$ cat src/rtl/mips_multicycle_core.sv
// Multicycle MIPS core: one shared req/ack memory port for fetch and data,
// FSM-sequenced datapath with a 32x32 register file.
module mips_multicycle_core #(
  parameter int                    ADDR_WIDTH = 32,
  parameter logic [ADDR_WIDTH-1:0] RESET_PC   = '0,
  parameter logic [31:0]           SP_INIT    = '0
) (
  input  logic                  clk,
  input  logic                  reset,
  output logic                  mem_req,
  output logic                  mem_we,
  output logic [ADDR_WIDTH-1:0] mem_addr,
  output logic [31:0]           mem_wdata,
  input  logic                  mem_ack,
  input  logic [31:0]           mem_rdata,
  output logic                  retire,
  output logic                  halt,
  output logic [ADDR_WIDTH-1:0] dbg_pc,
  output logic [3:0]            dbg_state
);

  typedef enum logic [3:0] {
    FETCH, DECODE, MEMADR, MEMRD, MEMWB, MEMWR, EXEC,
    ALUWB, ADDIEX, ADDIWB, BRANCH, JUMP, HALT
  } state_t;

  state_t                state_reg, state_next;
  logic [ADDR_WIDTH-1:0] pc_reg, pc_next;
  logic [31:0]           ir_reg, ir_next, a_reg, a_next, b_reg, b_next;
  logic [31:0]           alu_out_reg, alu_out_next, mdr_reg, mdr_next;
  logic                  mem_req_reg, mem_req_next, mem_we_reg, mem_we_next;
  logic [ADDR_WIDTH-1:0] mem_addr_reg, mem_addr_next;
  logic [31:0]           mem_wdata_reg, mem_wdata_next;
  logic                  retire_reg, retire_next, halt_reg, halt_next;
  logic [31:0]           rf_reg [32];
  logic [31:0]           rf_wen;
  logic                  rf_we;
  logic [4:0]            rf_waddr;
  logic [31:0]           rf_wdata;

  logic        ack, funct_ok, unused_shamt;
  logic [5:0]  opcode, funct;
  logic [4:0]  rs, rt, rd;
  logic [31:0] imm_sext, pc32, alu_result;

  assign ack          = mem_ack & mem_req_reg;
  assign opcode       = ir_reg[31:26];
  assign rs           = ir_reg[25:21];
  assign rt           = ir_reg[20:16];
  assign rd           = ir_reg[15:11];
  assign funct        = ir_reg[5:0];
  assign unused_shamt = ^ir_reg[10:6];
  assign imm_sext     = {{16{ir_reg[15]}}, ir_reg[15:0]};
  assign pc32         = 32'(pc_reg);
  assign funct_ok     = funct inside {6'h20, 6'h22, 6'h24, 6'h25, 6'h2A};

  always_comb begin
    case (funct)
      6'h20:   alu_result = a_reg + b_reg;
      6'h22:   alu_result = a_reg - b_reg;
      6'h24:   alu_result = a_reg & b_reg;
      6'h25:   alu_result = a_reg | b_reg;
      6'h2A:   alu_result = {31'd0, $signed(a_reg) < $signed(b_reg)};
      default: alu_result = '0;
    endcase
  end

  always_ff @(posedge clk or negedge reset) begin
    if (!reset) state_reg <= FETCH;
    else        state_reg <= state_next;
  end

  always_comb begin
    state_next = state_reg;
    case (state_reg)
      FETCH:  if (ack) state_next = DECODE;
      DECODE: begin
        case (opcode)
          6'h00:        state_next = funct_ok ? EXEC : HALT;
          6'h23, 6'h2B: state_next = MEMADR;
          6'h04:        state_next = BRANCH;
          6'h08:        state_next = ADDIEX;
          6'h02:        state_next = JUMP;
          default:      state_next = HALT;
        endcase
      end
      MEMADR: state_next = (opcode == 6'h23) ? MEMRD : MEMWR;
      MEMRD:  if (ack) state_next = MEMWB;
      MEMWR:  if (ack) state_next = FETCH;
      EXEC:   state_next = ALUWB;
      ADDIEX: state_next = ADDIWB;
      MEMWB, ALUWB, ADDIWB, BRANCH, JUMP: state_next = FETCH;
      default: state_next = HALT;
    endcase
  end

  always_comb begin
    pc_next        = pc_reg;
    ir_next        = ir_reg;
    a_next         = a_reg;
    b_next         = b_reg;
    alu_out_next   = alu_out_reg;
    mdr_next       = mdr_reg;
    rf_we          = 1'b0;
    rf_waddr       = rt;
    rf_wdata       = alu_out_reg;
    mem_req_next   = mem_req_reg;
    mem_we_next    = mem_we_reg;
    mem_addr_next  = mem_addr_reg;
    mem_wdata_next = mem_wdata_reg;
    case (state_reg)
      FETCH: if (ack) begin
        ir_next = mem_rdata;
        pc_next = pc_reg + ADDR_WIDTH'(4);
      end
      DECODE: begin
        a_next       = rf_reg[rs];
        b_next       = rf_reg[rt];
        alu_out_next = pc32 + {imm_sext[29:0], 2'b00};
      end
      MEMADR, ADDIEX: alu_out_next = a_reg + imm_sext;
      MEMRD:  if (ack) mdr_next = mem_rdata;
      MEMWB:  begin rf_we = 1'b1; rf_wdata = mdr_reg; end
      EXEC:   alu_out_next = alu_result;
      ALUWB:  begin rf_we = 1'b1; rf_waddr = rd; end
      ADDIWB: rf_we = 1'b1;
      BRANCH: if (a_reg == b_reg) pc_next = ADDR_WIDTH'(alu_out_reg);
      JUMP:   pc_next = ADDR_WIDTH'({pc32[31:28], ir_reg[25:0], 2'b00});
      default: ;
    endcase
    // A new request is launched only once the current one (if any) is acked,
    // so the port holds steady across wait states.
    if (!mem_req_reg || ack) begin
      mem_req_next   = state_next inside {FETCH, MEMRD, MEMWR};
      mem_we_next    = (state_next == MEMWR);
      mem_addr_next  = (state_next == FETCH) ? pc_next : ADDR_WIDTH'(alu_out_next);
      mem_wdata_next = b_next;
    end
    retire_next = (state_reg inside {MEMWB, ALUWB, ADDIWB, BRANCH, JUMP}) ||
                  (state_reg == MEMWR && ack);
    halt_next   = (state_next == HALT);
  end

  always_ff @(posedge clk or negedge reset) begin
    if (!reset) begin
      pc_reg        <= RESET_PC;
      ir_reg        <= '0;
      a_reg         <= '0;
      b_reg         <= '0;
      alu_out_reg   <= '0;
      mdr_reg       <= '0;
      mem_req_reg   <= 1'b0;
      mem_we_reg    <= 1'b0;
      mem_addr_reg  <= '0;
      mem_wdata_reg <= '0;
      retire_reg    <= 1'b0;
      halt_reg      <= 1'b0;
    end else begin
      pc_reg        <= pc_next;
      ir_reg        <= ir_next;
      a_reg         <= a_next;
      b_reg         <= b_next;
      alu_out_reg   <= alu_out_next;
      mdr_reg       <= mdr_next;
      mem_req_reg   <= mem_req_next;
      mem_we_reg    <= mem_we_next;
      mem_addr_reg  <= mem_addr_next;
      mem_wdata_reg <= mem_wdata_next;
      retire_reg    <= retire_next;
      halt_reg      <= halt_next;
    end
  end

  // $0 never gets a write enable, so it stays at its reset value of zero.
  genvar gi;
  generate
    for (gi = 0; gi < 32; gi++) begin : g_rf_wen
      assign rf_wen[gi] = rf_we && (rf_waddr == 5'(gi)) && (gi != 0);
    end
  endgenerate

  always_ff @(posedge clk or negedge reset) begin
    if (!reset) begin
      for (int i = 0; i < 32; i++) rf_reg[i] <= (i == 29) ? SP_INIT : 32'd0;
    end else begin
      for (int i = 0; i < 32; i++) if (rf_wen[i]) rf_reg[i] <= rf_wdata;
    end
  end

  assign mem_req   = mem_req_reg;
  assign mem_we    = mem_we_reg;
  assign mem_addr  = mem_addr_reg;
  assign mem_wdata = mem_wdata_reg;
  assign retire    = retire_reg;
  assign halt      = halt_reg;
  assign dbg_pc    = pc_reg;
  assign dbg_state = state_reg;

endmodule

$ cat config.mk
export PLATFORM = sky130hd
export DESIGN_NAME = mips_multicycle_core
export DESIGN_NICKNAME = d
export VERILOG_FILES = /design/src/rtl/mips_multicycle_core.sv
export SDC_FILE = /design/constraint.sdc
export NUM_CORES = 2
export LEC_CHECK = 0
export CAP_MARGIN = 30
export CELL_PAD_IN_SITES_DETAIL_PLACEMENT = 0
export CELL_PAD_IN_SITES_GLOBAL_PLACEMENT = 1
export CORE_MARGIN = 5
export CORE_UTILIZATION = 40
export DETAILED_ROUTE_END_ITERATION = 7
export PLACE_DENSITY = 0.67
export RECOVER_POWER = 100
export SLEW_MARGIN = 20
export SYNTH_ARGS = -nofsm -noshare
export SYNTH_HDL_FRONTEND = slang
export SYNTH_SLANG_ARGS = --single-unit
$ cat constraint.sdc
create_clock -name clk -period 9.85 [get_ports clk]
set_clock_uncertainty 0.05 [all_clocks]
set_input_delay 0.985 -clock clk [delete_from_list [all_inputs] [get_ports clk]]
set_output_delay 0.985 -clock clk [all_outputs]
set_load 0.1 [all_outputs]
==> results.yml <==
placement:
  hpwl_mm: 167.8
  numPortBuffers: 138
  place.gp.congestion: 0.9411
  detailed_place.area_um2: 74770
routing:
  drt_iter0_markers: 5547
  drc: 0
  drt_pass1_iterations: 8
  wl_per_cell_um: 28.80
  vias_per_cell: 6.074
  ant_nets: 0
  drt_wl_total_mm: 257.7
  vias: 54350
floorplanning:
  die_w_um: 428.9
  die_area_um2: 183900
  num_rows: 153
  core_um2: 174200
  ios: 139
  die_h_um: 428.9
  start_util: 0.4029
timing:
  finalSetupViolCount: 0
  finalSetupTns_ps: 0
  relSlewSlack: -1.738
  tightest_slew_ps: 4107
  post-route-period-util: 0.7271
  max_freq_ghz: 0.1396
  rsz0062_at_grt: "false"
  drv_slew: 2397
  hold_violations: 0
  period_minus_slack_ps: 7162
  hold_slack_ps: 93.51
power_and_ir_drop:
  peakVddDrop_uv: 264.5
  powerDensity_nw_per_um2: 383.0
  p_leak_nw: 33.53
setup_path:
  worstSetupPathType: "register to register"
  r2r_cells: 8
  cp_max_fo: 46
  start_kind: "register"
  crit_path_end_kind: "register"
  cp.required_ps: 10340
  cp_data_arrival_time_ps: 7650
yosys:
  synth_ff_type: "dfrtp_1"
  yosysSeqAreaShare: 0.4478
  ys_seq_elements: 1256
  synth_compound_area_frac: 0.1470
  synth_top_cell_by_area: "dfrtp_1"
  yosysWarnings: 0
  synth_top_cells_by_count: "dfrtp_1, nor2_1, nand2_1, a21oi_1, o21ai_0"
  synth_edf_count: 0
  syn-cell-area_um2: 70190
  synth_top_family_by_area: "multiplexers"
  ys_types: 78
  yosys.area_share.simple: 0.1050
  yosys-mux-area-fraction: 0.2235
  synth_nets: 6815
  synth_top_cell_area_share: 0.4478
  async_reset_ff_frac: 1.000
  avgSynthCellArea_um2: 10.60
  synth_xor_xnor_area_share: 0.01061
  synthAdderAreaFrac: 0.02913
  syn_inst: 6619
  ys_top_cells_by_area: "dfrtp_1, mux4_2, a21oi_1"
  yosysMostFrequentCell: "dfrtp_1"
global_routing:
  grt_max_degree: 161
  antenna_found_initial: 13
  grt_first_pass_wirelength_mm: 379.9
  grt_remaining_overflow: 0
  grt_pass1_vias: 53310
  grt_usage: 0.2770
clock_tree:
  root_buffer: "clkbuf_16"
  cts_tree: "done"
  clock_sinks: 1256
  htree_levels: 4
  numCtsBuffers: 146
  clk_latency_ps: 810
  clockBufferDepth: 3
  cts.clk_slew.worst_paths_ps: 60
  post_cts_buffers: 0
  cts_hold_buf: 0
  cts_resized: 0
cells_and_area:
  drive_gt1_frac: 0.1712
  finalInstanceArea_um2: 79100
  area_delta_synth_final_pct: 12.69
  nNetsFinal: 6706
  largest_reg_flops: 992
  fill_cells: 16280
status:
  violations: "capacitance limit, slew limit"
  status: "finished with violations"
flow_run:
  max-cap-violations: 63
min_path:
  worstHoldPathType: "input port to async pin"
-- report_power, final --
part | total (mW) | internal (mW) | switching [mW]
Combinational | 15.6 | 6.22 | 9.39
Clock | 5.49 | 3.17 | 2.32
Sequential | 9.19 | 7.03 | 2.16
Total | 30.3 | 16.4 | 13.9
-- cell type report --
cell class,instances,area [µm²],area share
multi-input cells,4681,36490,0.4614
flip-flops and latches,1256,31460,0.3978
clock buffers,207,4274,0.05404
repair buffers,303,2934,0.03709
well taps,2325,2909,0.03678
clock inverters,48,554.3,0.007008
inverters,122,457.9,0.005790
diodes,5,12.51,0.0001582
-- critical path, cell delays in order (launching register included) --
cell and delay (ps):
dfrtp_1 1010, nand2b_1 400, nor2_1 570, and3_1 270, a31oi_1 90, clkbuf_1 190
nor2_1 1410, clkbuf_1 2560, a21oi_1 260
-- path summary, 6_finish.rpt --
path	start	to	slack, ps
max	dbg_state[2]	rf_reg[102]	2690
min	reset	rf_reg[156]	90
max reg2reg	dbg_state[2]	rf_reg[102]	2690
min reg2reg	mem_addr[2]	mem_addr[2]	420
max in group asynchronous	reset	rf_reg[418]	4300
min in group clk	mem_addr[2]	mem_addr[2]	420
-- logic make-up (layout without fill, tap and decap cells) --
family | after synthesis | count (layout)
compound gates | 1812 | 1812
mux | 831 | 831
other cells | 0 | 5
flops | 1256 | 1256
xor+xnor | 85 | 85
simple gates | 1792 | 1792
fa+ha+maj | 161 | 161
buf+inv | 682 | 680
-- through the flow --
| stage | total power, mW | setup WS [ps] | utilization | instances |
|---|---|---|---|---|
| 6_report | 30.29 | 2688 | 0.4540 | 8947 |
| 4_1_cts | 30.39 | 5171 | 0.4569 | 8934 |
| 3_3_place_gp | 24.42 | 5188 | 0.4246 | 8646 |
| 5_1_grt | 31.85 | 2483 | 0.4540 | 8944 |
| 2_1_floorplan | 19.17 | 5913 | - | 6619 |
| 3_5_place_dp | 24.83 | 5186 | 0.4292 | 8679 |
-- layer usage --
metal	GRT usage	up-vias	part of all wire
met5	0	-	0.00012
met4	0.08303	4	0.033
met3	0.04430	448	0.064
met2	0.4470	1907	0.47
met1	0.3879	28050	0.43
li1	-	23940	-
-- layout by cell type (no fill, tap or decap), types with 60 or more instances in the layout --
master / count
a22o_1: 70
o21ai_0: 680
xnor2_1: 60
buf_4: 89
clkbuf_1: 70
mux2_2: 128
mux2i_1: 92
dlygate4sd3_1: 104
nand2_1: 707
ha_1: 157
dfrtp_1: 1247
clkbuf_16: 147
inv_1: 120
nor2_1: 797
a21oi_1: 708
mux4_2: 576
(Power assumes the default switching activity.)
